### src/rtl/puf_tune_ctrl.sv
// puf_tune_ctrl: sequencer and self-tuning controller for one PDL arbiter PUF.
// A start latches a challenge, fires K = 2^K_LOG2 evaluation pulses and counts
// the ones in the synchronised response. The thermometer tune word is then
// stepped until the ones count lands inside K/2 +/- BAND, or the run fails on
// tune saturation or after MAX_ITER judge steps.
// Optional feature: define PUF_TUNE_ITER_CNT_EN to expose the judge step
// counter on the iter_count output port.
module puf_tune_ctrl #(
   parameter int N_CB     = 64,
   parameter int N        = 16,
   parameter int K_LOG2   = 7,
   parameter int SETTLE   = 8,
   parameter int BAND     = 8,
   parameter int MAX_ITER = 32
) (
   input  logic                         clk,
   input  logic                         rst,
   input  logic                         start,
   input  logic [N_CB-1:0]              challenge_in,
   output logic                         busy,
   output logic                         done,
   output logic                         fail,
   output logic [K_LOG2:0]              ones_count,
   output logic [$clog2(N+1)-1:0]       tune_level,
   output logic                         puf_in,
   output logic [N_CB-1:0]              puf_challenge,
   output logic [N-1:0]                 puf_tune,
   input  logic                         puf_out
`ifdef PUF_TUNE_ITER_CNT_EN
   ,
   output logic [$clog2(MAX_ITER+1)-1:0] iter_count
`endif
);

   localparam int TW = $clog2(N+1);
   localparam int IW = $clog2(MAX_ITER+1);
   localparam int PW = (SETTLE > 1) ? $clog2(SETTLE) : 1;
   localparam int K  = 1 << K_LOG2;

   localparam logic [PW-1:0]     PHASE_LAST = PW'(SETTLE - 1);
   localparam logic [K_LOG2-1:0] EVAL_LAST  = K_LOG2'(K - 1);
   localparam logic [K_LOG2:0]   HI_TH      = (K_LOG2+1)'(K/2 + BAND);
   localparam logic [K_LOG2:0]   LO_TH      = (K_LOG2+1)'(K/2 - BAND);
   localparam logic [TW-1:0]     TUNE_MAX   = TW'(N);
   localparam logic [TW-1:0]     TUNE_MID   = TW'(N/2);
   localparam logic [IW-1:0]     ITER_LIMIT = IW'(MAX_ITER);

   typedef enum logic [2:0] {IDLE, LOAD, HIGH, LOW, JUDGE} state_t;

   state_t              state, state_nxt;
   logic [PW-1:0]       phase, phase_nxt;
   logic [K_LOG2-1:0]   eval_cnt, eval_nxt;
   logic [K_LOG2:0]     acc, acc_nxt;
   logic [IW-1:0]       iter, iter_nxt;
   logic                busy_nxt, done_nxt, fail_nxt, puf_in_nxt;
   logic [K_LOG2:0]     ones_nxt;
   logic [TW-1:0]       tune_nxt;
   logic [N_CB-1:0]     chal_nxt;
   logic [N-1:0]        puf_tune_nxt;
   logic                saturated;
   logic                sync1, sync2;

   // Two-flop synchroniser for the asynchronous arbiter response
   always_ff @(posedge clk or posedge rst) begin
      if (rst) begin
         sync1 <= 1'b0;
         sync2 <= 1'b0;
      end else begin
         sync1 <= puf_out;
         sync2 <= sync1;
      end
   end

   // State register; every output is a flop loaded from its next value
   always_ff @(posedge clk or posedge rst) begin
      if (rst) begin
         state         <= IDLE;
         phase         <= '0;
         eval_cnt      <= '0;
         acc           <= '0;
         iter          <= '0;
         busy          <= 1'b0;
         done          <= 1'b0;
         fail          <= 1'b0;
         ones_count    <= '0;
         tune_level    <= '0;
         puf_in        <= 1'b0;
         puf_challenge <= '0;
         puf_tune      <= '0;
      end else begin
         state         <= state_nxt;
         phase         <= phase_nxt;
         eval_cnt      <= eval_nxt;
         acc           <= acc_nxt;
         iter          <= iter_nxt;
         busy          <= busy_nxt;
         done          <= done_nxt;
         fail          <= fail_nxt;
         ones_count    <= ones_nxt;
         tune_level    <= tune_nxt;
         puf_in        <= puf_in_nxt;
         puf_challenge <= chal_nxt;
         puf_tune      <= puf_tune_nxt;
      end
   end

   // Next-state logic: pulse sequencing, ones accumulation and tune judgement
   always_comb begin
      state_nxt = state;
      phase_nxt = phase;
      eval_nxt  = eval_cnt;
      acc_nxt   = acc;
      iter_nxt  = iter;
      busy_nxt  = busy;
      done_nxt  = done;
      fail_nxt  = fail;
      ones_nxt  = ones_count;
      tune_nxt  = tune_level;
      chal_nxt  = puf_challenge;
      saturated = 1'b0;
      case (state)
         IDLE: begin
            if (start) begin
               chal_nxt  = challenge_in;
               tune_nxt  = TUNE_MID;
               done_nxt  = 1'b0;
               fail_nxt  = 1'b0;
               eval_nxt  = '0;
               acc_nxt   = '0;
               iter_nxt  = '0;
               phase_nxt = '0;
               busy_nxt  = 1'b1;
               state_nxt = LOAD;
            end
         end
         LOAD: begin
            phase_nxt = '0;
            state_nxt = HIGH;
         end
         HIGH: begin
            if (phase == PHASE_LAST) begin
               phase_nxt = '0;
               acc_nxt   = acc + (K_LOG2+1)'(sync2);
               state_nxt = LOW;
            end else begin
               phase_nxt = phase + PW'(1);
            end
         end
         LOW: begin
            if (phase == PHASE_LAST) begin
               phase_nxt = '0;
               if (eval_cnt == EVAL_LAST) begin
                  state_nxt = JUDGE;
               end else begin
                  eval_nxt  = eval_cnt + K_LOG2'(1);
                  state_nxt = HIGH;
               end
            end else begin
               phase_nxt = phase + PW'(1);
            end
         end
         JUDGE: begin
            ones_nxt = acc;
            iter_nxt = iter + IW'(1);
            if ((acc <= HI_TH) && (acc >= LO_TH)) begin
               done_nxt  = 1'b1;
               busy_nxt  = 1'b0;
               state_nxt = IDLE;
            end else begin
               if (acc > HI_TH) begin
                  if (tune_level == TUNE_MAX) saturated = 1'b1;
                  else tune_nxt = tune_level + TW'(1);
               end else begin
                  if (tune_level == '0) saturated = 1'b1;
                  else tune_nxt = tune_level - TW'(1);
               end
               if (saturated || (iter_nxt == ITER_LIMIT)) begin
                  fail_nxt  = 1'b1;
                  busy_nxt  = 1'b0;
                  state_nxt = IDLE;
               end else begin
                  acc_nxt   = '0;
                  eval_nxt  = '0;
                  state_nxt = LOAD;
               end
            end
         end
         default: state_nxt = IDLE;
      endcase
   end

   // Derived registered outputs: evaluation edge and thermometer tune word
   always_comb begin
      puf_in_nxt   = (state_nxt == HIGH);
      puf_tune_nxt = '0;
      for (int i = 0; i < N; i++) begin
         puf_tune_nxt[i] = (i < int'(tune_nxt));
      end
   end

`ifdef PUF_TUNE_ITER_CNT_EN
   assign iter_count = iter;
`endif

endmodule
### config.mk
export PLATFORM = sky130hd
export DESIGN_NAME = puf_tune_ctrl
export DESIGN_NICKNAME = d
export VERILOG_FILES = /design/src/rtl/puf_tune_ctrl.sv
export SDC_FILE = /design/constraint.sdc
export NUM_CORES = 1
export LEC_CHECK = 0
export CORE_ASPECT_RATIO = 0.75
export CORE_MARGIN = 8
export CORE_UTILIZATION = 30
export DETAILED_ROUTE_END_ITERATION = 10
export SYNTH_ARGS = -nofsm -noshare
export SYNTH_HDL_FRONTEND = slang
export SYNTH_SLANG_ARGS = --single-unit
export TNS_END_PERCENT = 1
### constraint.sdc
create_clock -name clk -period 4.8 [get_ports clk]
set_input_delay 1.44 -clock clk [delete_from_list [all_inputs] [get_ports clk]]
set_output_delay 1.44 -clock clk [all_outputs]
set_load 0.005 [all_outputs]
* Word level (Yosys, flattened, before mapping)
Cells that the tools add are included. W data, S select, Z words.
Cells by class: add/sub/neg operators 6, order comparisons 19, eq/ne operators 18, mux-type cells 44, reductions and logical operators 17
Operator list (number):
- $lt A4 B5 Y1 const A | 8
- $mux W7 | 5
- $mux W8 | 4
- $mux W5 | 5
- $pmux W8 S3 | 1
- $pmux W7 S3 | 1
- $lt A3 B5 Y1 const A | 4
- $mux W3 | 6
- $ne A2 B2 Y1 const B | 8
- $pmux W3 S5 | 1
- $mux W1 | 14
- $pmux W6 S2 | 1
- $lt A1 B5 Y1 const A | 2
- $lt A2 B5 Y1 const A | 2
- $pmux W5 S2 | 1
- $eq A3 B2 Y1 const B | 3
- $pmux W3 S3 | 1
- $reduce_bool A3 Y1 | 3
- $add A8 B1 Y8 | 1
- $ge A8 B6 Y1 const B | 1
- $gt A8 B7 Y1 const B | 1
- $le A8 B7 Y1 const B | 1
- $add A7 B1 Y7 const B | 1
- $eq A7 B7 Y1 const B | 1
- other kinds (22) | 28
Word-level totals: register bits after elaboration 126, output and inout port bits 97, word-level logic and storage cells 119

* Logic depth before layout (Yosys ltp)
Gate-level depths: netlist (run 1).
depth in word-level cells 10, depth in mapped cells 10

* Least setup slack after synthesis (run 1)
Ideal clock, no wire load.
path type input-to-reg, start input port start, end register puf_challenge[10], library setup time 0.125 ns, data arrival time 2.561 ns, data required time 4.675 ns, path slack 2.114 ns, cell stages on the path 4, cell sequence nor4b_2 > buf_2 > buf_2 > mux2_2
On the way: longest elaborated chain between the ends 1
Ends and longest elaborated chain:
- from (decl) | line 18 | input logic start,
- $reduce_and A2 Y1 (no line)
- to (signal assigned) | line 102 | puf_challenge <= chal_nxt;
- to (decl) | line 26 | output logic [N_CB-1:0] puf_challenge,
No other way between the ends. A chain may end at the register's enable or synchronous reset.

* Final worst setup path (run 1)
start input port start, end register puf_tune[2]
On the way: longest elaborated chain between the ends 3
Ends and longest elaborated chain:
- $mux W5 | line 123 | if (start) begin
- $pmux W5 S2 | line 121 | case (state)
- $lt A2 B5 Y1 | line 197 | puf_tune_nxt[i] = (i < int'(tune_nxt));
- net puf_tune_nxt[2] | line 59 | logic [N-1:0] puf_tune_nxt;
- to (signal assigned) | line 103 | puf_tune <= puf_tune_nxt;
- to (decl) | line 27 | output logic [N-1:0] puf_tune,
The timed path passes the listed nets, and every way through them passes these cells.

==> impl_metrics.yaml, run 1 <==
clock_network:
  clk_latency_ns: 0.42
  postCtsSetupBuffers: 0
  htreeDepth: 4
  cts_tree: "yes"
  numCtsBuffers: 17
  clkSinkCount: 125
  clockRootBuffer: "clkbuf_16"
  cts_buffer_depth: 2
  holdBufCountCts: 0
  cts_resized: 0
  clkTransAtPathRegs_ns: 0.06
sta:
  rsz0062_at_grt: "no"
  slew_viol_final: 0
  fin_crit_ns: 3.14
  setup_viol: 0
  hold_slack_ns: 0.350
  fmax_mhz: 319
  fin_skew_ns: 0.00831
  fin_crit_sh_pct: 65.4
  tightest_slew_ns: 0.802
  setup-tns-final_ns: 0
  finalHoldViolations: 0
  slew_headroom_pct: 46.5
logic_synthesis:
  syn-num-nets: 520
  synth_top_flop_cell: "dfrtp_1"
  ys_warn_count: 0
  synth_cells: 444
  synth_edf_count: 0
  synth-seq-cells: 125
  async_reset_ff_share_pct: 100
  synth.avg_cell_area_um2: 12.4
  ys_seq_area_share_pct: 56.8
  synth_area_mm2: 0.00550
  netlist-cell-type-count: 68
worst_setup_path:
  crit_buf_inv: 3
  timing.rr.end: "puf_tune[2]"
  r2r_start: "state[1]"
  r2r_cells: 7
  start_kind: "primary input"
  crit_path_end_kind: "flop"
  crit_family: "compound AO/OA/AOI/OAI gates"
  slowest_delay_ns: 0.55
  startpoint: "start"
  arrival_ns: 3.41
  ff2ff_setup_slack_ns: 2.06
  critical_path_required_ns: 5.07
  worstPathMaxFanout: 13
  crit_slowest_cell: "clkdlybuf4s50_1"
  criticalPathCategory: "in -> reg"
  cp_common_cell: "o21ai_0"
  crit_path_cell_trace: "clkdlybuf4s50_1, o21ai_0, buf_4, o21ai_0, o211a_4, inv_2, a211oi_4, o211ai_2"
pwr:
  p_int_mw: 2.06
  max-vdd-ir-drop_v: 0.000213
  p_leak_nw: 3.43
  power.density_mw_per_mm2: 327
  p_seq_share_pct: 42.2
  p_clk_share_pct: 51.0
  total_power_mw: 2.62
  p_sw_uw: 566
  swShare_pct: 21.6
  comb_power_share_pct: 6.8
status:
  status: "finished clean"
worst_hold_path:
  min-delay-start: "sync1"
  worst_hold_path.endpoint: "sync2"
  worstHoldPathCells: 0
  min_path_type: "reg -> reg"
floorplanning:
  fp.dieArea_mm2: 0.0230
  dieHeight_um: 133
  fp.dieW_um: 172
  floorplan.initialDensity_pct: 30.2
  pin_count: 165
  design.core.area_mm2: 0.0182
  rows: 43
final_layout:
  nets: 685
  drive_above_1_share_pct: 20.3
  final_common_cell: "clkdlybuf4s50_1"
  final_area_mm2: 0.00801
  instances_no_fill: 869
  area_growth_pct: 45.5
  final_cell_mix: "164 x clkdlybuf4s50_1, 125 x dfrtp_1, 64 x mux2_2"
  diodes: 0
routing:
  initialDrtViolationCount: 264
  drc_errors: 0
  via_per_inst: 4.68
  dr_total_vias: 4063
  finalWirelength_um: 14300
  final_antenna_net_count: 0
  wl_per_cell_um: 16.5
  drt_pass1_iterations: 4
place:
  place_area_mm2: 0.00739
  gp_congestion: 0.798
  hpwl_um: 10300
  portBuffers: 164
  place_inst: 837
flow_run:
  maxCapViolCount: 0
grt:
  grt_pass1_wl_um: 23800
  grt_max_degree: 85
  antenna_found_initial: 0
  grt_pass1_vias: 4470
  grt_overflow: 0
  grt_usage_pct: 13.0
-- through the flow --
stage	util, %	setup slack [ns]
final	43.9	1.66
after detailed placement	40.5	1.22
after floorplan	-	0.0324
after global placement	40.5	1.26
after global routing	43.9	1.51
after CTS	43.9	1.68
-- power groups by stage --
| stage | Clock, mW | Sequential (mW) | Combinational (mW) |
|---|---|---|---|
| 4_1_cts | 1.38 | 1.11 | 0.183 |
| 2_1_floorplan | 0 | 1.12 | 0.0501 |
| 6_report | 1.34 | 1.11 | 0.178 |
| 3_5_place_dp | 0 | 1.12 | 0.182 |
| 5_1_grt | 1.42 | 1.11 | 0.195 |
| 3_3_place_gp | 0 | 1.12 | 0.181 |
-- cell type report --
type | instances | area (µm²)
inverter | 14 | 57.6
timing repair buffer | 169 | 1690
clock buffer | 20 | 457
clock inverter | 12 | 163
multi-input combinational | 282 | 2200
sequential | 125 | 3130
tap | 247 | 309
fill | 1689 | 10200
-- state kept, by name, summed over array words and instances, names as in the netlist, 3 cells and up --
name and flops:
acc 8, eval_cnt 7, iter 6, ones_count 8
phase 3, puf_challenge 64, puf_tune 16, state 3
tune_level 4
-- layer usage --
layer,wire length [µm],global-route usage (%)
met4,238,5.54
met3,1270,5.68
met1,6200,15.9
met5,0,0
met2,6610,19.6
-- how the worst max path moves through the flow --
stage             endpoint  slack [ns]  cells past startpoint
2_1_floorplan       acc[0]        0.03                      1
3_3_place_gp   puf_tune[2]        1.26                      8
3_5_place_dp   puf_tune[2]        1.22                      8
4_1_cts        puf_tune[2]        1.68                      8
5_1_grt        puf_tune[4]        1.51                      8
6_report       puf_tune[2]        1.66                      8
-- logic make-up after synthesis --
logic type	synth area share, %
AO/OA/AOI/OAI	11.5
buffers and inverters	3.27
XOR/XNOR	0.455
multiplexers	14.8
AND/OR/NAND/NOR	11.3
adder cells (fa/ha/maj)	1.82
flip-flops	56.8
-- synth_stat cells (6+ instances only) --
| library cell | number | share of area (%) |
|---|---|---|
| dfrtp_1 | 125 | 57 |
| mux2_2 | 64 | 13 |
| nand2_1 | 51 | 3.5 |
| o21ai_0 | 17 | 1.5 |
| nand3_1 | 14 | 1.3 |
| nor2_1 | 13 | 0.89 |
| buf_2 | 10 | 0.91 |
| inv_1 | 10 | 0.68 |
| nor3_1 | 10 | 0.91 |
| clkbuf_1 | 9 | 0.61 |
| a21oi_1 | 8 | 0.73 |
| ha_1 | 8 | 1.8 |
| mux2i_1 | 8 | 1.5 |
| and3_1 | 6 | 0.68 |
| o21ai_1 | 6 | 0.55 |
(Power assumes the default switching activity.)
==> run 2, diff against run 1 <==
==> constraint.sdc (replaced) <==
create_clock -name clk -period 3.3 [get_ports clk]
set_input_delay 0.99 -clock clk [delete_from_list [all_inputs] [get_ports clk]]
set_output_delay 0.99 -clock clk [all_outputs]
set_load 0.005 [all_outputs]
==> run 2 against run 1 <==
  * Setup slack worse by 0.97 ns
  * Largest cell class unchanged
  * Critical path depth rose by 1
  * Register-to-register slack worse by 1.3 ns
  * Sequential power is 45% higher
  * Die area unchanged
  * Cell area grew 0.30%
  * Clock skew about the same
  * Cell count is 0.58% higher
  * Worst hold slack improved by 0.013 ns
  * Global-route usage down 0.40 points
  * Core utilization grew 0.13 points
  * Clock power up 40%
==> impl_metrics.yaml, run 2 (synthesized netlist as in run 1, its figures left out) <==
sta:
  setup-tns-final_ns: 0
  setup_viol: 0
  fin_crit_sh_pct: 79.1
  tightest_slew_ns: 0.759
  finalHoldViolations: 0
  slew_viol_final: 0
  fin_crit_ns: 2.61
  fmax_mhz: 383
  fin_skew_ns: 0.00862
  rsz0062_at_grt: "no"
  slew_headroom_pct: 49.4
clock_network:
  clockRootBuffer: "clkbuf_16"
  holdBufCountCts: 0
  cts_buffer_depth: 2
  htreeDepth: 4
  clkSinkCount: 125
  clk_latency_ns: 0.41
  numCtsBuffers: 17
  cts_tree: "yes"
  postCtsSetupBuffers: 0
  cts_resized: 0
  clkTransAtPathRegs_ns: 0.05
grt:
  grt_pass1_vias: 4286
  grt_pass1_wl_um: 23000
  grt_max_degree: 126
  grt_overflow: 0
  antenna_found_initial: 0
  grt_usage_pct: 12.6
routing:
  drc_errors: 0
  dr_total_vias: 4133
  finalWirelength_um: 14300
  via_per_inst: 4.73
  drt_pass1_iterations: 5
  initialDrtViolationCount: 289
  final_antenna_net_count: 0
  wl_per_cell_um: 16.3
worst_setup_path:
  start_kind: "primary input"
  critical_path_required_ns: 3.58
  timing.rr.end: "eval_cnt[3]"
  crit_path_end_kind: "flop"
  r2r_start: "tune_level[0]"
  ff2ff_setup_slack_ns: 0.77
  startpoint: "start"
  worstPathMaxFanout: 12
  arrival_ns: 2.89
  r2r_cells: 7
  criticalPathCategory: "in -> reg"
floorplanning:
  rows: 43
  floorplan.initialDensity_pct: 30.2
  pin_count: 165
  fp.dieArea_mm2: 0.0230
  design.core.area_mm2: 0.0182
  dieHeight_um: 133
  fp.dieW_um: 172
final_layout:
  final_common_cell: "clkdlybuf4s50_1"
  largest_reg_flops: 64
  reg_top3: "puf_challenge x64, puf_tune x16"
  diodes: 0
  largest-register: "puf_challenge"
  drive_above_1_share_pct: 20.3
  instances_no_fill: 874
  final_cell_mix: "164 x clkdlybuf4s50_1, 125 x dfrtp_1, 64 x mux2_2"
  area_growth_pct: 46.0
  nets: 691
flow_run:
  maxCapViolCount: 0
worst_hold_path:
  worstHoldPathCells: 0
  worst_hold_path.endpoint: "sync2"
  min-delay-start: "sync1"
  min_path_type: "reg -> reg"
pwr:
  p_leak_nw: 3.44
  max-vdd-ir-drop_v: 0.000288
  power.density_mw_per_mm2: 465
status:
  status: "finished clean"
place:
  portBuffers: 164
  gp_congestion: 0.818
  place_inst: 843
  hpwl_um: 10200
-- run 2: cell type report --
class	count	area (µm²)
clock buffers	24	472
clock inverters	7	113
fillers	1680	10200
inverters	14	58.8
multi-input cells	282	2200
flip-flops and latches	125	3130
well taps	247	309
repair buffers	175	1750
-- run 2: through the flow --
stage / setup slack, ns / hold WS [ns] / power [mW] / util, % / area (µm²)
6_report: 0.691 / 0.363 / 3.73 / 44.0 / 8030
5_1_grt: 0.550 / 0.389 / 3.88 / 44.0 / 8030
4_1_cts: 0.690 / 0.368 / 3.80 / 44.0 / 8030
3_5_place_dp: 0.243 / 0.360 / 1.90 / 40.8 / 7450
3_3_place_gp: 0.365 / 0.338 / 1.89 / 40.8 / 7450
2_1_floorplan: 0.771 / 0.331 / 1.71 / - / 5510
-- run 2: power by group --
| group | total [mW] | internal, mW | switching (mW) |
|---|---|---|---|
| Combinational | 0.259 | 0.176 | 0.0824 |
| Clock | 1.87 | 1.22 | 0.646 |
| Sequential | 1.61 | 1.58 | 0.0289 |
-- run 2: critical path, stage by stage --
cell and delay [ns]:
clkdlybuf4s50_1 0.54, o21ai_0 0.13, buf_4 0.22, o21ai_0 0.23, o211a_4 0.23, inv_2 0.07
a211oi_4 0.15, buf_4 0.21, o211ai_2 0.11
-- run 2: routing by layer --
metal  wire length, µm  track usage [%]  vias up
met2              6630             19.5      136
met1              6020             15.0     2044
met3              1440             6.33       16
li1                  -                -     1937
met4               182             4.06        0
met5                 0                0        -
-- run 2: worst max-delay path by stage --
stage	slack (ns)	to
final	0.69	puf_tune[2]
after global routing	0.55	eval_cnt[2]
after CTS	0.69	puf_tune[2]
after detailed placement	0.24	puf_tune[2]
after global placement	0.36	puf_tune[0]
after floorplan	0.77	acc[0]
==> run 3, diff against run 2 <==
==> constraint.sdc (replaced) <==
create_clock -name clk -period 2.7 [get_ports clk]
set_input_delay 0.81 -clock clk [delete_from_list [all_inputs] [get_ports clk]]
set_output_delay 0.81 -clock clk [all_outputs]
set_load 0.005 [all_outputs]
==> run 3 against run 2 <==
  * Sequential share of layout area down 0.93 points
  * Combinational power up 25%
  * Worst hold slack better by 0.0019 ns
  * Total power up 27%
  * Die area unchanged
  * Cell area up 2.4%
  * Sequential cell count unchanged
  * Via count up 1.7%
  * Clock skew about the same
  * Register-to-register slack worse by 0.46 ns
==> impl_metrics.yaml, run 3 (synthesized netlist as in run 1, its figures left out) <==
worst_setup_path:
  arrival_ns: 2.67
  cp.depth: 9
  crit_path_end_kind: "flop"
  crit_family: "simple AND/OR/NAND/NOR gates"
  r2r_cells: 9
  ff2ff_setup_slack_ns: 0.31
  worstPathMaxFanout: 7
  start_kind: "flop"
  crit_buf_inv: 2
  crit_slowest_cell: "nor4bb_1"
  critical_path_required_ns: 2.98
  slowest_delay_ns: 0.40
  criticalPathCategory: "reg -> reg"
  crit_path_cell_trace: "inv_1, ha_1, nor4bb_1, buf_4, nor3_1, mux2i_1, o311ai_2, nor2_2, a31oi_1"
place:
  hpwl_um: 10800
  pre_cts_ws_ns: 0.0321
  portBuffers: 164
  gp_congestion: 0.794
floorplanning:
  pin_count: 165
  design.core.area_mm2: 0.0182
  fp.dieW_um: 172
  dieHeight_um: 133
  floorplan.initialDensity_pct: 30.2
  rows: 43
  fp.dieArea_mm2: 0.0230
routing:
  dr_total_vias: 4204
  initialDrtViolationCount: 173
  finalWirelength_um: 14600
  drc_errors: 0
  wl_per_cell_um: 16.4
  drt_pass1_iterations: 4
  via_per_inst: 4.72
  final_antenna_net_count: 0
sta:
  setup_viol: 0
  slew_viol_final: 0
  fin_crit_ns: 2.39
  finalHoldViolations: 0
  fin_crit_sh_pct: 88.4
  rsz0062_at_grt: "no"
  fin_ws_ns: 0.314
  slew_headroom_pct: 57.9
  setup-tns-final_ns: 0
  fmax_mhz: 419
  tightest_slew_ns: 0.630
  fin_skew_ns: 0.00885
final_layout:
  reg_top3: "puf_challenge x64, puf_tune x16"
  largest-register: "puf_challenge"
  nets: 707
  diodes: 0
  area_growth_pct: 49.5
  drive_above_1_share_pct: 22.8
  final_common_cell: "clkdlybuf4s50_1"
  largest_reg_flops: 64
  final_cell_mix: "164 x clkdlybuf4s50_1, 125 x dfrtp_1, 64 x mux2_2"
  utilization_pct: 45.1
grt:
  globalRouteMet1Util_pct: 16.1
  use_met3_pct: 5.50
  grt_pass1_vias: 4579
  grt_usage_pct: 13.2
  antenna_found_initial: 0
  top_usage_layer: "met2"
  grt_pass1_wl_um: 24100
  met2_usage_pct: 20.5
  grt_overflow: 0
  grt_max_degree: 51
worst_hold_path:
  min_path_type: "reg -> reg"
  worstHoldPathCells: 0
clock_network:
  numCtsBuffers: 17
  clk_latency_ns: 0.42
  clockRootBuffer: "clkbuf_16"
  htreeDepth: 4
  clkTransAtPathRegs_ns: 0.06
  cts_tree: "yes"
  cts_buffer_depth: 2
  holdBufCountCts: 0
  cts_resized: 0
  clkSinkCount: 125
  postCtsSetupBuffers: 0
status:
  status: "finished clean"
flow_run:
  maxCapViolCount: 0
pwr:
  p_leak_nw: 3.55
  power.density_mw_per_mm2: 577
  max-vdd-ir-drop_v: 0.000361
[run 3: worst reg2reg max path, delay by kind of cell (launching register included)]
family / cells / cell delay, ns
and+or+nand+nor: 3 / 0.71
DFF: 1 / 0.37
AOI/OAI and AO/OA: 2 / 0.36
buffers and inverters: 2 / 0.35
adders and majority gates: 1 / 0.28
muxes: 1 / 0.17
[run 3: report_power, final]
group	switching, mW	internal [mW]
clock network	0.841	1.62
registers	0.0360	1.93
logic	0.103	0.221
[run 3: through the flow]
stage	std cells	instance area, µm²	hold slack [ns]	power [mW]
floorplan	444	5510	0.331	2.09
global placement	859	7590	0.339	2.32
global route	891	8230	0.377	4.94
CTS	891	8230	0.368	4.82
detailed placement	859	7590	0.358	2.33
finish	891	8230	0.365	4.75
[run 3: layer usage]
layer | routed length (µm) | up-vias
met2 | 6840 | 121
met5 | 0 | -
met4 | 235 | 0
met3 | 1140 | 16
li1 | - | 1971
met1 | 6420 | 2096
[run 3: path summary, 6_finish.rpt]
check	startpoint	endpoint
worst max-delay path	tune_level[0]	puf_tune[8]
max in group asynchronous	rst	acc[5]
worst min register to register	sync1	sync2
worst min-delay path	sync1	sync2
min in group asynchronous	rst	puf_challenge[17]
worst max register to register	tune_level[0]	puf_tune[8]
[run 3: cell type report]
type	count	area, µm²
Inverter	14	58.8
Multi-Input combinational cell	282	2200
Fill cell	1628	10000
Clock buffer	22	474
Timing Repair Buffer	191	1890
Sequential cell	125	3130
Clock inverter	10	161
Tap cell	247	309
